## config.mk

```make
export PLATFORM = sky130hd
export DESIGN_NAME = rom_reader
export DESIGN_NICKNAME = d
export VERILOG_FILES = /design/src/rtl/rom_reader_pkg.sv /design/src/rtl/rom_reader.sv
export SDC_FILE = /design/constraint.sdc
export NUM_CORES = 1
export LEC_CHECK = 0
export ABC_AREA = 1
export CAP_MARGIN = 20
export CORE_MARGIN = 1.5
export CORE_UTILIZATION = 39
export CTS_CLUSTER_DIAMETER = 80
export DETAILED_ROUTE_END_ITERATION = 10
export GPL_TIMING_DRIVEN = 0
export PLACE_DENSITY_LB_ADDON = 0.12
export REMOVE_ABC_BUFFERS = 1
export SETUP_SLACK_MARGIN = 0.1
export SKIP_LAST_GASP = 1
export SYNTH_ARGS = -nofsm -noshare
export SYNTH_HDL_FRONTEND = slang
export SYNTH_SLANG_ARGS = --single-unit
```

## constraint.sdc

```tcl
create_clock -name clk -period 1.3 [get_ports clk]
set_input_delay 0.195 -clock clk [delete_from_list [all_inputs] [get_ports clk]]
set_output_delay 0.195 -clock clk [all_outputs]
set_load 0.005 [all_outputs]
```

## src/rtl/rom_reader_pkg.sv

```systemverilog
// Shared definitions for the ROM burst reader: the FSM state encoding
// and the default address width.
package rom_reader_pkg;

    // Default ROM address width in bits (a 16-entry ROM).
    localparam int DEFAULT_SIZE = 4;

    // Width of one ROM word.
    localparam int DATA_W = 8;

    // Burst sequencer states, 2-bit encoding.
    typedef enum logic [1:0] {
        ST_IDLE = 2'd0,
        ST_READ = 2'd1,
        ST_HOLD = 2'd2,
        ST_DONE = 2'd3
    } state_t;

endpackage : rom_reader_pkg

```

## src/rtl/rom_reader.sv

```systemverilog
// Burst reader for an external combinational ROM. A request names a base
// address and a byte count. Each byte is read in one READ cycle. It is then
// held in out_data until the consumer takes it, and only then is the next
// byte read. Addresses wrap modulo 2**SIZE. A one-cycle done pulse marks the
// end of every burst, including an empty burst (count = 0).
module rom_reader
    import rom_reader_pkg::*;
#(
    parameter int SIZE = DEFAULT_SIZE
) (
    input  logic              clk,
    input  logic              rst_n,
    input  logic              start,
    input  logic [SIZE-1:0]   base_addr,
    input  logic [SIZE:0]     count,
    output logic              E,
    output logic [SIZE-1:0]   addr,
    input  logic [DATA_W-1:0] data,
    output logic [DATA_W-1:0] out_data,
    output logic              out_valid,
    input  logic              out_ready,
    output logic              busy,
    output logic              done,
    output state_t            dbg_state
);

    state_t              state_q,     state_d;
    logic [SIZE-1:0]     addr_q,      addr_d;
    logic [SIZE:0]       remaining_q, remaining_d;
    logic [DATA_W-1:0]   out_data_q,  out_data_d;
    logic                out_valid_q, out_valid_d;

    // Next state and datapath updates; everything holds unless a state says otherwise.
    always_comb begin
        state_d     = state_q;
        addr_d      = addr_q;
        remaining_d = remaining_q;
        out_data_d  = out_data_q;
        out_valid_d = out_valid_q;

        case (state_q)
            ST_IDLE: begin
                // An empty request still ends with a done pulse but never touches the ROM.
                if (start) begin
                    if (count != '0) begin
                        addr_d      = base_addr;
                        remaining_d = count;
                        state_d     = ST_READ;
                    end else begin
                        state_d     = ST_DONE;
                    end
                end
            end

            ST_READ: begin
                // The ROM is enabled for this cycle only; capture its word at the edge.
                out_data_d  = data;
                out_valid_d = 1'b1;
                remaining_d = remaining_q - (SIZE+1)'(1);
                state_d     = ST_HOLD;
            end

            ST_HOLD: begin
                // Wait for the consumer; the next read starts only after a transfer.
                if (out_valid_q && out_ready) begin
                    out_valid_d = 1'b0;
                    if (remaining_q == '0) begin
                        state_d = ST_DONE;
                    end else begin
                        // Natural SIZE-bit overflow gives the wrap from max address to 0.
                        addr_d  = addr_q + SIZE'(1);
                        state_d = ST_READ;
                    end
                end
            end

            ST_DONE: begin
                state_d = ST_IDLE;
            end

            default: begin
                state_d = ST_IDLE;
            end
        endcase
    end

    // State and datapath registers with synchronous active-low reset.
    always_ff @(posedge clk) begin
        if (!rst_n) begin
            state_q     <= ST_IDLE;
            addr_q      <= '0;
            remaining_q <= '0;
            out_data_q  <= '0;
            out_valid_q <= 1'b0;
        end else begin
            state_q     <= state_d;
            addr_q      <= addr_d;
            remaining_q <= remaining_d;
            out_data_q  <= out_data_d;
            out_valid_q <= out_valid_d;
        end
    end

    assign E         = (state_q == ST_READ);
    assign addr      = addr_q;
    assign out_data  = out_data_q;
    assign out_valid = out_valid_q;
    assign busy      = (state_q != ST_IDLE);
    assign done      = (state_q == ST_DONE);
    assign dbg_state = state_q;

endmodule : rom_reader

```

## After elaboration in Yosys (flattened, before gate mapping)

Cells that the tools add are included.

- Register bits: 20
- Input bits: 21
- Output and inout port bits: 18
- Logic and storage cells: 41

- Add/subtract/negate cells: 2
- Equality and inequality tests: 7
- Multiplexer cells: 15
- Reductions and logical operators: 12

Operator list:

| kind | number |
|---|---|
| 2-to-1 mux 4 bit | 4 |
| 2-to-1 mux 5 bit | 2 |
| case mux 5 bit (2 select lines) | 1 |
| 2-to-1 mux 2 bit | 4 |
| != test 2 bit, second input constant | 4 |
| case mux 2 bit (4 select lines) | 1 |
| case mux 4 bit (2 select lines) | 1 |
| nonzero test 2 bit | 4 |
| zero test 5 bit | 1 |
| AND reduction 5 bit | 1 |
| nonzero test 5 bit | 1 |
| subtractor 5 x 1 -> 5 bit, second input constant | 1 |
| adder 4 x 1 -> 4 bit, second input constant | 1 |
| equality test 2 bit, second input constant | 2 |
| AND reduction 2 bit | 2 |
| AND reduction 3 bit | 1 |
| equality test 2 x 1 -> 1 bit, second input constant | 1 |
| zero test 2 bit | 1 |
| case mux 1 bit (2 select lines) | 1 |
| logical AND 1 bit | 1 |
| 2-to-1 mux 1 bit | 1 |

## Logic depth before layout (Yosys ltp)

Gate-level depths: netlist of run 1.

- Word-level depth: 4
- Gate-level depth with buffers: 9
- Depth with buffers taken out: 9

## Least setup slack after synthesis of run 1

Ideal clock, no wire load.

- Path type: flip-flop to flip-flop
- Start: reg remaining_q[0]
- End: reg addr_q[2], in the netlist addr[2]
- Setup time: 113 ps
- Arrival: 1088 ps
- Data required time: 1187 ps
- Path slack: 99 ps
- Cell stages (with the launch flop): 10
- Buffers on the path: 0
- Clock period less this slack: 1201 ps
- Path through: dfxtp_1 > inv_1 > ha_1 > nand3_1 > nor2_1 > nor2_4 > nand2_1 > nand2_1 > nand2_1 > nor2_1

- Word-level cells in the longest chain between the ends: 3

RTL lines:

| what | RTL line | source |
|---|---|---|
| start: declaration | rom_reader.sv:29 | `logic [SIZE:0] remaining_q, remaining_d;` |
| start signal: assignment | rom_reader.sv:98 | `remaining_q <= remaining_d;` |
| zero test 5 bit | rom_reader.sv:67 | `if (remaining_q == '0) begin` |
| != test 2 bit (no line) | n/a |  |
| AND reduction 5 bit (no line) | n/a |  |
| end signal: assignment | rom_reader.sv:97 | `addr_q <= addr_d;` |
| end: declaration | rom_reader.sv:28 | `logic [SIZE-1:0] addr_q, addr_d;` |

Every way passes these cells.
A chain may end at the register's enable or synchronous reset.

## Final worst setup path of run 1

- Start: reg state_q[0], in the netlist dbg_state[0]
- End: reg addr_q[1], in the netlist addr[1]

- Word-level cells in the longest chain between the ends: 3
- Elaborated cells on any way between the ends: 9
- Those cells by class: eq/ne: 5; mux: 1; reduce/logical: 3

RTL lines:

| what | RTL line | source |
|---|---|---|
| start: declaration | rom_reader.sv:27 | `state_t state_q, state_d;` |
| start signal: assignment | rom_reader.sv:96 | `state_q <= state_d;` |
| equality test 2 bit or zero test 2 bit (tied branches) | rom_reader.sv:41 | `case (state_q)` |
| != test 2 bit (no line) or nonzero test 2 bit (tied branches) | n/a |  |
| AND reduction 5 bit (no line) | n/a |  |

Parallel ways exist; a longest one is shown, timed or not.

==> flow_metrics.py, run 1 <==
metrics = {
    "floorplan": {
        "dieWidth_um": 55.2,
        "die_h_um": 55.2,
        "io_pins": 39,
        "start_util": 0.422,
        "die-area_sq_um": 3050,
        "core_area_sq_um": 2520,
        "rows": 18,
    },
    "setup_path": {
        "required_ns": 1.50,
        "crit_path_end_kind": "register",
        "critPathArrivalTime_ns": 1.59,
        "r2r_slack_ns": -0.09,
        "r2r_cells": 10,
        "r2r-end": "addr[1]",
        "regToRegStartpoint": "dbg_state[0]",
        "crit_path_start_kind": "register",
        "critical_path_class": "register to register",
        "path_max_fanout": 3,
    },
    "clocking": {
        "clk_pin_slew_ns": 0.12,
        "cts_made_buffers": 3,
        "cts_sinks": 20,
        "cts_buffer_depth": 2,
        "cts_tree": "yes",
        "cts-root-buf": "clkbuf_4",
        "worstSkewPairLatency_ns": 0.30,
        "cts_max_level": 1,
    },
    "cells_and_area": {
        "diodes": 0,
        "area_delta_synth_final_pct": 66.5,
        "final_nets": 236,
        "drive_above_1_share": 0.330,
    },
    "pwr": {
        "p_per_area_nw_per_um2": 1470,
        "p_leak_nw": 0.836,
        "p_total_mw": 2.60,
        "ir_worst_vdd_uv": 978,
    },
    "synthesis": {
        "synth_seq_area_share": 0.376,
        "synth.avg_cell_area_sq_um": 6.73,
        "yosys.area.top_type_share": 0.376,
        "postSynthCellCount": 158,
        "yosysWarnings": 0,
        "yosysUniqueCellTypes": 22,
        "syn_area_sq_um": 1060,
        "synth_top_cell_by_area": "dfxtp_1",
        "yosys-top-cells-area": "dfxtp_1, nor2_1, nand2_1, o21ai_0, nand3_1",
        "synth_seq_cells": 20,
    },
    "global_route": {
        "grt_pass1_vias": 1155,
        "grt_max_degree": 17,
        "grt-ovfl-total": 0,
        "grt_pass1_wl_um": 4760,
        "grt_util_all_layers": 0.188,
        "antenna_found_initial": 0,
    },
    "sta": {
        "finalSetupTns_ns": -0.524,
        "period_share": 1.07,
        "max_freq_mhz": 721,
        "final-setup-viol-count": 10,
        "rsz0062_at_grt": "yes",
        "max-slew-margin-rel": 0.669,
        "setup_ws_ns": -0.0871,
        "hold_violations": 0,
        "maxSlewViolCount": 0,
        "worst_pin_slew_ns": 0.496,
        "fin_skew_ns": 0.00594,
        "period_needed_ns": 1.39,
    },
    "routing": {
        "dr_total_vias": 1195,
        "wl_um": 2920,
        "drtPass1Iterations": 4,
        "wl_per_cell_um": 12.1,
        "drtIter0Drc": 24,
        "ant_nets": 0,
        "vias_per_cell": 4.94,
        "route.detailed.drc": 0,
    },
    "hold_path": {
        "hp-class": "primary input to register",
        "min_to": "addr[2]",
        "hp-start": "rst_n",
        "hold_path_depth": 3,
    },
    "placement": {
        "dpl.hpwl_um": 1840,
        "gp_congestion": 0.778,
        "io_buffers": 38,
    },
    "flow_run": {
        "max_cap_violations": 0,
    },
    "run_status": {
        "violations": "negative setup slack",
        "status": "finished, violations left",
    },
}
## state kept, by name, indices dropped and copies added, names as in the netlist
signal,cells
out_data,8
addr,4
out_valid,1
remaining_q,5
dbg_state,2
## timing repair
item                       4_1_cts  5_1_grt
setup buffers                   14        1
pin swaps                        4       12
setup endpoints to repair       37       14
hold buffers                     0        0
gates resized for setup         61       23
## worst max path at each step
stage,start,endpoint,slack (ns),cells after the start
after floorplan,dbg_state[1],remaining_q[3],-0.04,6
after global placement,dbg_state[0],E,-0.43,3
after detailed placement,dbg_state[1],E,-0.46,4
after CTS,dbg_state[0],E,-0.06,4
after global routing,dbg_state[0],addr[3],-0.13,10
final,dbg_state[0],addr[1],-0.09,10
## where the power goes
| group | internal, mW | switching, mW | total, mW |
|---|---|---|---|
| logic | 0.614 | 0.618 | 1.23 |
| clock network | 0.311 | 0.198 | 0.510 |
| registers | 0.765 | 0.0888 | 0.854 |
## stage by stage
step / setup WS, ns / utilization / instance area [sq um] / hold WS [ns] / instances
global route: -0.130 / 0.702 / 1770 / 0.496 / 242
CTS: -0.0625 / 0.673 / 1700 / 0.479 / 241
global placement: -0.430 / 0.578 / 1460 / 0.464 / 223
detailed placement: -0.457 / 0.578 / 1460 / 0.471 / 223
finish: -0.0871 / 0.702 / 1770 / 0.479 / 242
floorplan: -0.0441 / - / 1040 / 0.294 / 155
## critical path, stage by stage (launching register included)
cell and delay, ns:
dfxtp_4 0.38, buf_12 0.12, nor2_4 0.10, buf_6 0.11
nand2_4 0.04, nor2_4 0.19, inv_2 0.07, nand2_2 0.07
nor2_4 0.04, nor2_1 0.09, nor2_1 0.06
## kinds of logic (layout without fill, tap and decap cells)
group | after synthesis | after routing | share of synthesized area
compound gates | 19 | 19 | 0.0918
xor+xnor | 1 | 1 | 0.00824
fa+ha+maj | 2 | 2 | 0.0235
flops | 20 | 20 | 0.376
simple gates | 95 | 95 | 0.408
mux | 1 | 1 | 0.00941
buf+inv | 20 | 74 | 0.0823
## layer usage
layer / wire length [um] / vias to the layer above / GRT usage
met5: 0 / - / 0
met2: 1530 / 29 / 0.342
met4: 29 / 0 / 0.0627
met3: 105 / 4 / 0.0281
met1: 1260 / 555 / 0.223
li1: - / 607 / -
## layout make-up
| type | count | area (sq um) |
|---|---|---|
| Fill cell | 212 | 752 |
| Multi-Input combinational cell | 118 | 656 |
| Timing Repair Buffer | 53 | 519 |
| Sequential cell | 20 | 429 |
| Inverter | 17 | 76.3 |
| Tap cell | 30 | 37.5 |
| Clock inverter | 1 | 30.0 |
| Clock buffer | 3 | 22.5 |
## synthesized netlist by cell type
| cell | number |
|---|---|
| nor2_1 | 36 |
| nand2_1 | 31 |
| dfxtp_1 | 20 |
| inv_1 | 14 |
| o21ai_0 | 13 |
| nand3_1 | 12 |
| a21oi_1 | 4 |
| nand2_2 | 4 |
| nor2_4 | 4 |
| inv_2 | 3 |
| or2_2 | 3 |
| ha_1 | 2 |
| nand3b_1 | 2 |
| nand4_1 | 2 |
| a211oi_1 | 1 |
| buf_2 | 1 |
| buf_4 | 1 |
| buf_6 | 1 |
| mux2i_1 | 1 |
| nor2_2 | 1 |
| o21ai_1 | 1 |
| xor2_1 | 1 |
## layout by cell type, fill, tap and decap left out, types with 8 or more instances in the layout
cell type and n:
nor2_1 33, nand2_1 25, clkdlybuf4s50_1 19, dlygate4sd2_1 15, inv_1 12, o21ai_0 12
nand3_1 11, dfxtp_2 11, nand2_2 8, buf_4 8
Power figures use the tool's default switching activity.
==> inputs of run 2 (changes only) <==
CORE_UTILIZATION = 40   (was 39)
SLEW_MARGIN = 20   (was default)
clock period = 1.59 ns   (was 1.3 ns; I/O delays follow)
==> run 2 against run 1 <==
Compared with the run above: the run now ends clean; sequential cell count unchanged; total power down 24%; die area down 2.4%; sequential power down 17%; highest routed layer unchanged; clock-buffer cell count unchanged; worst setup slack better by 0.24 ns; routed wire length down 7.1%; core utilization down 4.9 points; critical path depth down 9; clock power down 18%; final area down 7.8%.
==> flow_metrics.py, run 2 (synthesis results as in run 1) <==
metrics = {
    "setup_path": {
        "crit_cells": 1,
        "r2r_slack_ns": 0.21,
        "path_max_fanout": 6,
        "crit_path_start_kind": "register",
        "cp_num_buf_inv": 1,
        "crit_family": "buffers and inverters",
        "critical_path_class": "register to output pin",
        "regToRegStartpoint": "remaining_q[0]",
        "r2r_cells": 9,
        "crit_path_end": "addr[2]",
        "crit_path_start": "addr[2]",
        "path_cells": "clkdlybuf4s50_1",
        "crit_path_top_delay_cell": "clkdlybuf4s50_1",
        "critPathArrivalTime_ns": 1.20,
        "max_stage_delay_ns": 0.51,
        "required_ns": 1.35,
        "r2r-end": "addr[2]",
        "crit_path_end_kind": "output pin",
    },
    "clocking": {
        "cts-root-buf": "clkbuf_4",
        "cts_made_buffers": 3,
        "worstSkewPairLatency_ns": 0.30,
        "cts_hold_buf": 0,
        "cts_sinks": 20,
        "cts_max_level": 1,
        "cts_buffer_depth": 2,
        "cts_tree": "yes",
        "clk_pin_slew_ns": 0.12,
    },
    "sta": {
        "fin_skew_ns": 0.00195,
        "hold_violations": 0,
        "max_freq_mhz": 696,
        "whs_ns": 0.487,
        "final-setup-viol-count": 0,
        "max-slew-margin-rel": 0.666,
        "worst_pin_slew_ns": 0.499,
        "rsz0062_at_grt": "no",
        "period_needed_ns": 1.44,
        "maxSlewViolCount": 0,
        "period_share": 0.903,
    },
    "run_status": {
        "status": "completed",
    },
    "routing": {
        "wl_per_cell_um": 11.5,
        "drtPass1Iterations": 4,
        "ant_nets": 0,
        "dr_total_vias": 1141,
        "vias_per_cell": 4.83,
        "wl_um": 2710,
        "drtIter0Drc": 17,
        "route.detailed.drc": 0,
    },
    "cells_and_area": {
        "final_common_cell": "nor2_1",
        "final_nets": 230,
        "diodes": 0,
        "mostFrequentLayoutCells": "nor2_1, clkdlybuf4s50_1, nand2_1",
        "fin_cells": 236,
        "drive_above_1_share": 0.184,
        "largest_reg_flops": 8,
        "multiInputGateArea_sq_um": 599,
        "fillers": 238,
        "final_util": 0.653,
        "seq_area_sq_um": 417,
        "area_delta_synth_final_pct": 53.5,
    },
    "pwr": {
        "p_leak_nw": 0.754,
        "ir_worst_vdd_uv": 796,
        "p_per_area_nw_per_um2": 1210,
    },
    "placement": {
        "gp_congestion": 0.819,
        "dp_cells": 223,
        "io_buffers": 38,
        "dpl.hpwl_um": 1830,
    },
    "global_route": {
        "grt_max_degree": 17,
        "grt_pass1_vias": 1043,
        "antenna_found_initial": 0,
        "grt_util_all_layers": 0.198,
        "grt-ovfl-total": 0,
        "grt_pass1_wl_um": 4310,
    },
    "floorplan": {
        "die_h_um": 54.6,
        "die-area_sq_um": 2980,
        "rows": 18,
        "core_area_sq_um": 2500,
        "start_util": 0.425,
        "dieWidth_um": 54.6,
        "io_pins": 39,
    },
    "hold_path": {
        "hold_path_depth": 2,
        "hp-class": "register to register",
    },
    "flow_run": {
        "max_cap_violations": 0,
    },
}
run 2: changes by cell type in the layout (fill, tap and decap cells not counted), moves of 3 or more:
cell / change
buf_6: -6
nand2_2: -5
dfxtp_1: +8
nand2_1: +6
clkdlybuf4s50_1: +15
a21oi_2: -3
dlygate4sd2_1: -13
buf_12: -3
dfxtp_2: -7
a21oi_1: +3
run 2: worst min path at each step:
stage                               from              to
after global placement       out_data[5]     out_data[5]
after floorplan                out_ready       out_valid
final                     remaining_q[4]  remaining_q[4]
after detailed placement  remaining_q[4]  remaining_q[4]
after CTS                 remaining_q[4]  remaining_q[4]
after global routing         out_data[1]     out_data[1]
run 2: report_power, final:
part,internal [mW],leakage [nW],total [mW],switching (mW)
Sequential,0.618,0.169,0.710,0.0919
Combinational,0.431,0.557,0.846,0.415
Clock,0.255,0.0279,0.418,0.164
run 2: worst register-to-register path: cells and delay by family, from the launching register on:
family	cells	cell delay, ns
flops	1	0.34
fa+ha+maj	1	0.23
buf+inv	1	0.09
simple gates	7	0.62
run 2: layout make-up:
type | count | area share
multi-input cells | 118 | 0.367
clock buffers | 3 | 0.0138
inverters | 17 | 0.0467
clock inverters | 1 | 0.0184
well taps | 30 | 0.0230
flip-flops and latches | 20 | 0.255
repair buffers | 47 | 0.276
run 2: metrics by stage:
stage	TNS [ns]	worst slack (ns)	cell area [sq um]	total power, mW
after floorplan	0	0.246	1040	1.13
after global placement	-0.199	-0.199	1460	1.43
after detailed placement	-0.227	-0.227	1460	1.45
after CTS	-0.0401	-0.0401	1580	1.94
after global routing	0	0.0841	1630	2.12
final	0	0.153	1630	1.97
run 2: repair_timing:
item                       4_1_cts  5_1_grt
setup endpoints to repair        8        9
buffers inserted                 4        5
pin swaps                        0        2
gates cloned                     0        0
resized for setup               17        8
run 2: metal layers:
metal  GRT usage  share of wire  up-vias
met5           0              0        -
met4      0.0833          0.014        0
met3      0.0301          0.044        4
met2       0.349           0.50       27
met1       0.238           0.44      514
li1            -              -      596
